File: config.mk
export PLATFORM = sky130hd
export DESIGN_NAME = game_control_fsm_flat
export DESIGN_NICKNAME = d
export VERILOG_FILES = /design/src/rtl/game_control_fsm_pkg.sv /design/src/rtl/game_control_fsm_if.sv /design/src/rtl/game_control_fsm_dir_latch.sv /design/src/rtl/game_control_fsm.sv /design/src/flat_wrapper.sv
export SDC_FILE = /design/constraint.sdc
export NUM_CORES = 1
export LEC_CHECK = 0
export CAP_MARGIN = 40
export CORE_MARGIN = 2
export CORE_UTILIZATION = 50
export CTS_BUF_LIST = sky130_fd_sc_hd__clkbuf_16
export DETAILED_ROUTE_END_ITERATION = 10
export HOLD_SLACK_MARGIN = 0.1
export PLACE_DENSITY = 0.89
export SLEW_MARGIN = 10
export SYNTH_ARGS = -nofsm -noshare
export SYNTH_HDL_FRONTEND = slang
export SYNTH_SLANG_ARGS = --single-unit
export TNS_END_PERCENT = 50
File: constraint.sdc
create_clock -name clk -period 3.23 [get_ports clk]
set_input_delay 0.646 -clock clk [delete_from_list [all_inputs] [get_ports clk]]
set_output_delay 0.646 -clock clk [all_outputs]
set_load 0.05 [all_outputs]
File: src/rtl/game_control_fsm_pkg.sv
// ---------------------------------------------------------------------------
// game_pkg
// Shared types and constants for the moving-dot maze game control unit.
//   state_t       : the 11 FSM states. The encoding is exported on state_dbg.
//   S_MOVE_*      : move-register select codes driven on s_move.
//   S_POS_*       : position-stage select codes driven on s_xpos / s_ypos.
//   COLOR_*       : 3-bit VGA colour values used by the datapath colour stage.
//   dir_to_move() : priority encoder for the direction request bits.
// ---------------------------------------------------------------------------
package game_pkg;

    typedef enum logic [3:0] {
        ST_IDLE   = 4'd0,
        ST_INIT   = 4'd1,
        ST_DRAW   = 4'd2,
        ST_TCLR   = 4'd3,
        ST_WAIT   = 4'd4,
        ST_SAMPLE = 4'd5,
        ST_CHECK  = 4'd6,
        ST_ERASE  = 4'd7,
        ST_STEP   = 4'd8,
        ST_TWIN   = 4'd9,
        ST_WIN    = 4'd10
    } state_t;

    localparam logic [2:0] S_MOVE_NONE  = 3'd0;
    localparam logic [2:0] S_MOVE_UP    = 3'd1;
    localparam logic [2:0] S_MOVE_DOWN  = 3'd2;
    localparam logic [2:0] S_MOVE_LEFT  = 3'd3;
    localparam logic [2:0] S_MOVE_RIGHT = 3'd4;

    localparam logic [1:0] S_POS_INIT = 2'd0;
    localparam logic [1:0] S_POS_INC  = 2'd1;
    localparam logic [1:0] S_POS_DEC  = 2'd2;

    localparam logic [2:0] COLOR_BLACK = 3'b000;
    localparam logic [2:0] COLOR_RED   = 3'b100;
    localparam logic [2:0] COLOR_GREEN = 3'b010;

    // Direction bits are {up, down, left, right}; up wins, right loses.
    function automatic logic [2:0] dir_to_move(input logic [3:0] dir);
        logic [2:0] code;
        if (dir[3])      code = S_MOVE_UP;
        else if (dir[2]) code = S_MOVE_DOWN;
        else if (dir[1]) code = S_MOVE_LEFT;
        else if (dir[0]) code = S_MOVE_RIGHT;
        else             code = S_MOVE_NONE;
        return code;
    endfunction

endpackage

File: src/rtl/game_control_fsm_if.sv
// ---------------------------------------------------------------------------
// game_control_fsm_if
// Control/flag bundle between the game control FSM and the game datapath.
//   Control (FSM -> datapath): plot, s_color, en_timer, s_timer, en_move,
//                              s_move, en_xpos, s_xpos, en_ypos, s_ypos
//   Flags   (datapath -> FSM): timer_done, obs_black, did_win
//   master : FSM side.  slave : datapath side.
// ---------------------------------------------------------------------------
interface game_control_fsm_if;

    logic       plot;
    logic       s_color;
    logic       en_timer;
    logic       s_timer;
    logic       en_move;
    logic [2:0] s_move;
    logic       en_xpos;
    logic [1:0] s_xpos;
    logic       en_ypos;
    logic [1:0] s_ypos;
    logic       timer_done;
    logic       obs_black;
    logic       did_win;

    modport master (
        output plot, s_color, en_timer, s_timer, en_move, s_move,
               en_xpos, s_xpos, en_ypos, s_ypos,
        input  timer_done, obs_black, did_win
    );

    modport slave (
        input  plot, s_color, en_timer, s_timer, en_move, s_move,
               en_xpos, s_xpos, en_ypos, s_ypos,
        output timer_done, obs_black, did_win
    );

endinterface

File: src/rtl/game_control_fsm_dir_latch.sv
// ---------------------------------------------------------------------------
// dir_latch
// Sticky record of the player's direction requests plus a priority encoder.
//   clk, resetn  : clock, asynchronous active-low reset
//   accumulate   : OR dir_req into the pending register this cycle
//   clear        : empty the pending register (takes priority over accumulate)
//   dir_req[3:0] : {up, down, left, right} requests
//   pending_any  : at least one direction is pending
//   move_code    : S_MOVE_* code of the highest-priority pending direction
// ---------------------------------------------------------------------------
module dir_latch
    import game_pkg::*;
(
    input  logic       clk,
    input  logic       resetn,
    input  logic       accumulate,
    input  logic       clear,
    input  logic [3:0] dir_req,
    output logic       pending_any,
    output logic [2:0] move_code
);

    logic [3:0] pending_q;
    logic [3:0] pending_d;

    always_comb begin
        pending_d = pending_q;
        if (clear) begin
            pending_d = 4'b0000;
        end else if (accumulate) begin
            pending_d = pending_q | dir_req;
        end
    end

    always_ff @(posedge clk or negedge resetn) begin
        if (!resetn) begin
            pending_q <= 4'b0000;
        end else begin
            pending_q <= pending_d;
        end
    end

    assign pending_any = |pending_q;
    assign move_code   = dir_to_move(pending_q);

endmodule

File: src/rtl/game_control_fsm.sv
// ---------------------------------------------------------------------------
// game_control_fsm
// Control unit for the moving-dot maze game. Sequences draw, frame wait,
// direction sample, obstacle check, erase, step and win test, driving the
// datapath select/enable lines.
//   clk, resetn     : clock, asynchronous active-low reset
//   start           : level; a rising edge starts (IDLE) or restarts (WIN)
//   dir_req[3:0]    : {up, down, left, right} from the key debouncer
//   dp (master)     : datapath controls out, timer_done/obs_black/did_win in
//   game_won        : high while in WIN
//   state_dbg[3:0]  : current state encoding
// Parameters:
//   FRAMES_PER_STEP : timer expiries between move attempts (1..15)
//   FCNT_W          : frame counter width
// ---------------------------------------------------------------------------
module game_control_fsm
    import game_pkg::*;
#(
    parameter int FRAMES_PER_STEP = 1,
    parameter int FCNT_W          = 4
) (
    input  logic                clk,
    input  logic                resetn,
    input  logic                start,
    input  logic [3:0]          dir_req,
    game_control_fsm_if.master  dp,
    output logic                game_won,
    output logic [3:0]          state_dbg
);

    localparam logic [FCNT_W-1:0] FPS_C = FCNT_W'(FRAMES_PER_STEP);
    localparam logic [FCNT_W-1:0] ONE_C = FCNT_W'(1);

    state_t            state_q,  state_d;
    logic [FCNT_W-1:0] fcnt_q,   fcnt_d;
    logic              start_q,  start_d;
    logic [2:0]        move_q,   move_d;

    logic              start_edge;
    logic [FCNT_W-1:0] fcnt_inc;
    logic              dir_accumulate;
    logic              dir_clear;
    logic              pending_any;
    logic [2:0]        move_code;

    assign start_d    = start;
    assign start_edge = start & ~start_q;
    assign fcnt_inc   = fcnt_q + ONE_C;

    dir_latch u_dir_latch (
        .clk         (clk),
        .resetn      (resetn),
        .accumulate  (dir_accumulate),
        .clear       (dir_clear),
        .dir_req     (dir_req),
        .pending_any (pending_any),
        .move_code   (move_code)
    );

    // Next state plus Moore output decode. move_q keeps the sampled direction
    // for STEP, because the pending register is already empty by then. The
    // frame counter wraps on the FRAMES_PER_STEP compare, not on its width.
    always_comb begin
        state_d        = state_q;
        fcnt_d         = fcnt_q;
        move_d         = move_q;
        dir_accumulate = 1'b0;
        dir_clear      = 1'b0;
        dp.plot        = 1'b0;
        dp.s_color     = 1'b0;
        dp.en_timer    = 1'b0;
        dp.s_timer     = 1'b0;
        dp.en_move     = 1'b0;
        dp.s_move      = S_MOVE_NONE;
        dp.en_xpos     = 1'b0;
        dp.s_xpos      = S_POS_INIT;
        dp.en_ypos     = 1'b0;
        dp.s_ypos      = S_POS_INIT;
        game_won       = 1'b0;

        case (state_q)
            ST_IDLE: begin
                if (start_edge) state_d = ST_INIT;
            end
            ST_INIT: begin
                dp.en_xpos = 1'b1;
                dp.en_ypos = 1'b1;
                dir_clear  = 1'b1;
                fcnt_d     = '0;
                move_d     = S_MOVE_NONE;
                state_d    = ST_DRAW;
            end
            ST_DRAW: begin
                dp.plot    = 1'b1;
                dp.s_color = 1'b1;
                state_d    = ST_TCLR;
            end
            ST_TCLR: begin
                dp.en_timer = 1'b1;
                state_d     = ST_WAIT;
            end
            ST_WAIT: begin
                dp.en_timer    = 1'b1;
                dp.s_timer     = 1'b1;
                dir_accumulate = 1'b1;
                if (dp.timer_done) begin
                    if (fcnt_inc == FPS_C) begin
                        fcnt_d  = '0;
                        state_d = ST_SAMPLE;
                    end else begin
                        fcnt_d  = fcnt_inc;
                        state_d = ST_TCLR;
                    end
                end
            end
            ST_SAMPLE: begin
                dp.en_move = 1'b1;
                dp.s_move  = move_code;
                move_d     = move_code;
                dir_clear  = 1'b1;
                state_d    = pending_any ? ST_CHECK : ST_TCLR;
            end
            ST_CHECK: begin
                state_d = dp.obs_black ? ST_ERASE : ST_TCLR;
            end
            ST_ERASE: begin
                dp.plot = 1'b1;
                state_d = ST_STEP;
            end
            ST_STEP: begin
                case (move_q)
                    S_MOVE_UP: begin
                        dp.en_ypos = 1'b1;
                        dp.s_ypos  = S_POS_DEC;
                    end
                    S_MOVE_DOWN: begin
                        dp.en_ypos = 1'b1;
                        dp.s_ypos  = S_POS_INC;
                    end
                    S_MOVE_LEFT: begin
                        dp.en_xpos = 1'b1;
                        dp.s_xpos  = S_POS_DEC;
                    end
                    S_MOVE_RIGHT: begin
                        dp.en_xpos = 1'b1;
                        dp.s_xpos  = S_POS_INC;
                    end
                    default: ;
                endcase
                state_d = ST_TWIN;
            end
            ST_TWIN: begin
                state_d = dp.did_win ? ST_WIN : ST_DRAW;
            end
            ST_WIN: begin
                game_won = 1'b1;
                if (start_edge) state_d = ST_INIT;
            end
            default: begin
                state_d = ST_IDLE;
            end
        endcase
    end

    // State and bookkeeping registers; reset lands in IDLE at once, so an
    // erase in flight is simply abandoned.
    always_ff @(posedge clk or negedge resetn) begin
        if (!resetn) begin
            state_q <= ST_IDLE;
            fcnt_q  <= '0;
            start_q <= 1'b0;
            move_q  <= S_MOVE_NONE;
        end else begin
            state_q <= state_d;
            fcnt_q  <= fcnt_d;
            start_q <= start_d;
            move_q  <= move_d;
        end
    end

    assign state_dbg = state_q;

endmodule

File: src/flat_wrapper.sv
// flat-port wrapper written by rule: the top's interface ports become plain ports
module game_control_fsm_flat import game_pkg::*;
#(
    parameter int FRAMES_PER_STEP = 1,
    parameter int FCNT_W          = 4
)
  (clk, resetn, start, dir_req, game_won, state_dbg, dp_plot, dp_s_color, dp_en_timer, dp_s_timer, dp_en_move, dp_s_move, dp_en_xpos, dp_s_xpos, dp_en_ypos, dp_s_ypos, dp_timer_done, dp_obs_black, dp_did_win);
  game_control_fsm_if dp_i ();
  input  logic clk;
  input  logic resetn;
  input  logic start;
  input  logic [3:0] dir_req;
  output logic game_won;
  output logic [3:0] state_dbg;
  output wire logic [$bits(dp_i.plot)-1:0] dp_plot;
  output wire logic [$bits(dp_i.s_color)-1:0] dp_s_color;
  output wire logic [$bits(dp_i.en_timer)-1:0] dp_en_timer;
  output wire logic [$bits(dp_i.s_timer)-1:0] dp_s_timer;
  output wire logic [$bits(dp_i.en_move)-1:0] dp_en_move;
  output wire logic [$bits(dp_i.s_move)-1:0] dp_s_move;
  output wire logic [$bits(dp_i.en_xpos)-1:0] dp_en_xpos;
  output wire logic [$bits(dp_i.s_xpos)-1:0] dp_s_xpos;
  output wire logic [$bits(dp_i.en_ypos)-1:0] dp_en_ypos;
  output wire logic [$bits(dp_i.s_ypos)-1:0] dp_s_ypos;
  input wire logic [$bits(dp_i.timer_done)-1:0] dp_timer_done;
  input wire logic [$bits(dp_i.obs_black)-1:0] dp_obs_black;
  input wire logic [$bits(dp_i.did_win)-1:0] dp_did_win;
  assign dp_plot = dp_i.plot;
  assign dp_s_color = dp_i.s_color;
  assign dp_en_timer = dp_i.en_timer;
  assign dp_s_timer = dp_i.s_timer;
  assign dp_en_move = dp_i.en_move;
  assign dp_s_move = dp_i.s_move;
  assign dp_en_xpos = dp_i.en_xpos;
  assign dp_s_xpos = dp_i.s_xpos;
  assign dp_en_ypos = dp_i.en_ypos;
  assign dp_s_ypos = dp_i.s_ypos;
  assign dp_i.timer_done = dp_timer_done;
  assign dp_i.obs_black = dp_obs_black;
  assign dp_i.did_win = dp_did_win;
  game_control_fsm #(.FRAMES_PER_STEP(FRAMES_PER_STEP), .FCNT_W(FCNT_W)) u_core (.clk(clk), .resetn(resetn), .start(start), .dir_req(dir_req), .dp(dp_i), .game_won(game_won), .state_dbg(state_dbg));
endmodule
Word-level counts from Yosys, hierarchy flattened. Index checks and enable logic that the tools add are counted.

Input bits: 10. Word-level logic and storage cells: 72. Memories: 0. Output and inout port bits: 19. Memory bits (read-only): 0. RAM bits: 0. Register bits after elaboration: 16. Latch bits: 0.

Multipliers: 0. Multiplexer cells: 33. Add/sub/neg operators: 1. Equality and inequality tests: 17. Reductions and logical operators: 13. Order comparisons: 0. Shift-type cells: 0. Bitwise logic cells: 3. Divide/modulo/power cells: 0.

Operator list (count): $pmux W4 S10 (1); $mux W4 (7); $mux W3 (8); $eq A4 B3 Y1 const B (4); $eq A4 B4 Y1 const B (3); $reduce_or A2 Y1 (6); $mux W1 (9); $eq A4 B1 Y1 const B (2); $eq A4 B2 Y1 const B (2); $pmux W2 S2 (2); $pmux W4 S2 (1); $eq A3 B2 Y1 const B (2); $pmux W3 S2 (1); $reduce_bool A2 Y1 (3); $add A4 B1 Y4 const B (1); $logic_not A4 Y1 (1); $mux W2 (2); $or A4 B4 Y4 (1); $pmux W1 S2 (2); $reduce_and A2 Y1 (2); $reduce_or A4 Y1 (1); $eq A3 B1 Y1 const B (1); $eq A3 B3 Y1 const B (1); $ne A2 B1 Y1 const B (1); other kinds (3) (3).

Logic depth before layout (Yosys ltp).
Word-level depth: 5. Depth in mapped cells: 6. Mapped depth without buffers: 6.

Hierarchy. Synthesis repeated with hierarchy kept, for this count alone.

Cell total of the unflattened synthesis: 123. Area total of the unflattened synthesis: 1044.8 µm².

Modules (own cells, without submodules): game_control_fsm (area an instance 873.3 µm², cells each 105, sequential area each 300.3 µm², times used 1); dir_latch (area an instance 171.4 µm², cells each 18, sequential area each 100.1 µm², times used 1).

Worst setup path after synthesis. Ideal clock, no wire load.

Path kind: reg2out. Start: reg u_core.state_q[3] (netlist: u_core.state_dbg[3]). End: out dp_s_ypos[1]. Data required time: 2.584 ns. Setup slack: 0.195 ns. Buffers on the path: 0. Arrival time: 2.389 ns. Stages on the path, launching flop included: 5. Path through: dfrtp_1 > nand2b_1 > nor3_1 > nand2b_1 > nor3b_1.

Cells in the longest elaborated chain, start to end: 2.

Ends and longest elaborated chain: start: declaration (RTL line game_control_fsm.sv:34) `state_t state_q, state_d;`; start signal: assignment (RTL line game_control_fsm.sv:174) `state_q <= state_d;`; $eq A4 B4 Y1 (RTL line game_control_fsm.sv:81) `case (state_q)`; $mux W2 (RTL line game_control_fsm.sv:81); end: declaration (RTL line flat_wrapper.sv:24) `output wire logic [$bits(dp_i.s_ypos)-1:0] dp_s_ypos;`.

Every way passes these cells.

Final worst setup path.
Start: reg u_core.state_q[1] (netlist: u_core.state_dbg[1]). End: out dp_s_move[1].

Cells in the longest elaborated chain, start to end: 2.

Ends and longest elaborated chain: $eq A4 B3 Y1 (RTL line game_control_fsm.sv:81); $mux W3 (RTL line game_control_fsm.sv:81); end: declaration (RTL line flat_wrapper.sv:20) `output wire logic [$bits(dp_i.s_move)-1:0] dp_s_move;`.

Every way passes these cells.

==> impl_metrics.env <==
export IMPL_status="finished clean"
export IMPL_via_per_inst=5.83
export IMPL_drtPass1Iterations=4
export IMPL_clock_fmax_ghz=0.323
export IMPL_place_congestion=0.818
export IMPL_gr_usage_all_layers_pct=22.8
export IMPL_synthAdderAreaFrac_pct=2.42
export IMPL_ys_ff_latch=16
export IMPL_final_setup_viol_count=0
export IMPL_syn_area_per_cell_um2=8.47
export IMPL_finish_utilization_pct=72.8
export IMPL_fp_dieH_um=49.5
export IMPL_first_global_vias=924
export IMPL_crit_buf_inv=2
export IMPL_hold_path_depth=2
export IMPL_multi_input_area_um2=577
export IMPL_dp_cells=175
export IMPL_r2r_end="u_core.state_dbg[1]$_DFFE_PN0P_"
export IMPL_drc=0
export IMPL_fin_worst_skew_ns=0.00276
export IMPL_htreeDepth=1
export IMPL_path_delay_family="buffers and inverters"
export IMPL_clkSlewWorstSetupHoldPaths_ns=0.05
export IMPL_vias=1044
export IMPL_reg2reg_slack_ns=1.40
export IMPL_timing_final_crit_share_pct=95.9
export IMPL_fill_cells=160
export IMPL_wirelength_mm=2.57
export IMPL_end_kind="primary output"
export IMPL_clock_path_buffers=2
export IMPL_clock_sinks=16
export IMPL_synthSimpleGateAreaFrac_pct=29.3
export IMPL_grt_max_degree=21
export IMPL_slowest_delay_ns=0.87
export IMPL_hold_viol=0
export IMPL_final_min_clock_period_ns=3.10
export IMPL_synth_compound_area_share_pct=21.5
export IMPL_p_clk_share_pct=17.2
export IMPL_clk_latency_ns=0.25
export IMPL_cp_data_required_time_ns=2.58
export IMPL_cp_start_kind="register"
export IMPL_rsz0062_at_grt="false"
export IMPL_synth_mux_area_share_pct=0
export IMPL_yosysSeqAreaShare_pct=38.7
export IMPL_worst_pin_slew_ns=0.734
export IMPL_synth_top_family_by_area="simple AND/OR/NAND/NOR gates"
export IMPL_final_nets=165
export IMPL_core_um2=1960
export IMPL_min_delay_start="u_core.u_dir_latch.pending_q[2]$_DFFE_PN0P_"
export IMPL_max_slew_margin_rel_pct=50.9
export IMPL_portBuffers=28
export IMPL_n_antenna_cell=0
export IMPL_netlist_cell_type_count=36
export IMPL_numCtsBuffers=3
export IMPL_seqCellArea_um2=402
export IMPL_antenna_found_initial=0
export IMPL_internal_power_mw=0.720
export IMPL_synthToLayoutAreaGrowth_pct=38.1
export IMPL_cellPowerDensity_nw_per_um2=995
export IMPL_p_sw_share_pct=49.3
export IMPL_postLayoutCellArea_um2=1430
export IMPL_die_w_um=49.5
export IMPL_irDropWorstVdd_v=0.000687
export IMPL_finalWorstSetupSlack_ns=0.133
export IMPL_min_path_type="register to register"
export IMPL_hpwl_mm=1.78
export IMPL_syn_area_um2=1030
export IMPL_placed_cell_area_um2=1350
export IMPL_worstPathArrival_ns=2.45
export IMPL_cap_violations=0
export IMPL_stdcell_count=179
export IMPL_rows=16
export IMPL_ant_nets=0
export IMPL_holdBufCountCts=0
export IMPL_cts_tree="yes"
export IMPL_synth_nets=134
export IMPL_leakagePower_nw=0.624
export IMPL_synthXorXnorAreaFrac_pct=2.54
export IMPL_reg2reg_depth=4
export IMPL_comb_power_share_pct=55.1
export IMPL_io_pins=29
export IMPL_fin_setup_tns_ns=0
export IMPL_hold_end="u_core.u_dir_latch.pending_q[2]$_DFFE_PN0P_"
export IMPL_p_sw_mw=0.700
export IMPL_crit_path_cell_trace="inv_1, nand3_1, nor3_1, clkdlybuf4s50_1"
export IMPL_crit_fanout=15
export IMPL_r2r_start="u_core.fcnt_q[0]$_DFFE_PN0P_"
export IMPL_pre_cts_slack_ns=0.442
export IMPL_overflow=0
export IMPL_slowest_stage="clkdlybuf4s50_1"
export IMPL_mostFrequentLayoutCell="clkdlybuf4s50_1"
export IMPL_drtIter0Drc=33
export IMPL_grt_pass1_wl_mm=4.26
export IMPL_p_seq_share_pct=27.8
export IMPL_start_util_pct=52.7
export IMPL_timing_worst_setup_path_type="register to primary output"
export IMPL_netlist_instances=122
export IMPL_clockRootBuffer="clkbuf_16"
export IMPL_drive_gt1_share_pct=7.24
export IMPL_final_max_slew_violation_count=0
export IMPL_yosysWarnings=0
export IMPL_routedWlPerCell_um=14.3
export IMPL_dieArea_um2=2450
export IMPL_layout_common_cells="clkdlybuf4s50_1, dfrtp_1, nand2_1, nor2_1, a21oi_1"
[per-layer routing]
metal / track usage [%] / routed length, um
met1: 30.0 / 1110
met2: 36.9 / 1230
met3: 4.55 / 177
met4: 9.26 / 46
met5: 0 / 0
[worst max-delay path by stage]
stage,startpoint,end,slack [ns],depth (start not counted)
detailed placement,u_core.state_dbg[1]$_DFFE_PN0P_,dp_s_move[1],0.44,4
global route,u_core.state_dbg[1]$_DFFE_PN0P_,dp_s_move[1],0.009,4
global placement,u_core.state_dbg[0]$_DFFE_PN0P_,dp_s_ypos[1],0.52,4
floorplan,u_core.state_dbg[3]$_DFFE_PN0P_,dp_s_ypos[1],0.19,4
CTS,u_core.state_dbg[0]$_DFFE_PN0P_,dp_s_move[1],0.14,3
finish,u_core.state_dbg[1]$_DFFE_PN0P_,dp_s_move[1],0.13,4
[synthesized netlist by cell type]
library cell	n	area share, %
nor4_1	2	1.2
o21bai_1	1	0.73
nand3_1	4	1.9
o32ai_1	1	0.85
nor3b_1	2	1.5
a32o_1	2	1.9
or4b_2	1	0.97
o211ai_1	1	0.73
nor3_1	4	1.9
xor2_1	2	1.7
dfrtp_1	16	39
a2bb2oi_1	1	0.85
a21oi_1	10	4.8
nor4b_4	1	2.3
ha_1	2	2.4
and3_1	3	1.8
clkbuf_1	5	1.8
o22a_1	1	0.85
a21oi_2	1	0.85
a21o_1	4	2.9
nand2b_1	6	3.6
and3b_1	1	0.85
inv_1	7	2.5
nor4bb_1	1	0.97
nand2_1	13	4.7
nor2_1	11	4.0
nor2b_1	2	1.2
nand3b_1	2	1.5
a21boi_0	1	0.73
a211oi_1	1	0.73
o21ai_0	6	2.9
nor4b_1	1	0.85
xnor2_1	1	0.85
o31ai_1	2	1.5
o22ai_1	2	1.2
buf_6	1	1.1
[worst reg2reg max path, delay by kind of cell (launching register included)]
family | cells | cell delay [ns]
and+or+nand+nor | 1 | 0.66
DFF | 1 | 0.44
AOI/OAI and AO/OA | 2 | 0.32
adders and majority gates | 1 | 0.27
[kinds of logic (layout without fill, tap and decap cells)]
| family | Yosys count | in the layout |
|---|---|---|
| AOI/OAI and AO/OA | 34 | 34 |
| xor gates and xnor gates | 3 | 3 |
| buffers and inverters | 13 | 43 |
| DFF | 16 | 16 |
| and+or+nand+nor | 54 | 54 |
| adders and majority gates | 2 | 2 |
[layout make-up]
| cell class | count | share of cell area [%] |
|---|---|---|
| multi-input combinational | 93 | 40.4 |
| inverter | 7 | 1.84 |
| clock buffer | 3 | 5.26 |
| clock inverter | 1 | 0.263 |
| tap | 27 | 2.37 |
| timing repair buffer | 32 | 21.7 |
| sequential | 16 | 28.1 |
[metrics by stage]
step / hold slack [ns] / power, mW
after global placement: 0.529 / 1.14
after floorplan: 0.350 / 0.934
after CTS: 0.558 / 1.42
after global routing: 0.587 / 1.50
after detailed placement: 0.547 / 1.16
final: 0.555 / 1.42
[state kept, by name, summed over array words and instances (netlist names)]
name,count
u_core.move_q,3
u_core.fcnt_q,4
u_core.start_q,1
u_core.u_dir_latch.pending_q,4
u_core.state_dbg,4
[power by group through the flow]
stage	Combinational, mW	Sequential [mW]	Clock, mW
2_1_floorplan	0.529	0.405	0
3_3_place_gp	0.761	0.384	0
3_5_place_dp	0.771	0.391	0
4_1_cts	0.782	0.389	0.247
5_1_grt	0.836	0.409	0.256
6_report	0.782	0.395	0.244
[timing repair]
| action | CTS | global route |
|---|---|---|
| gates resized for setup | 0 | 1 |
| buffers inserted | 0 | 0 |
| endpoints found under the setup margin | 0 | 2 |
No activity file was read; power rests on OpenSTA's default activity.
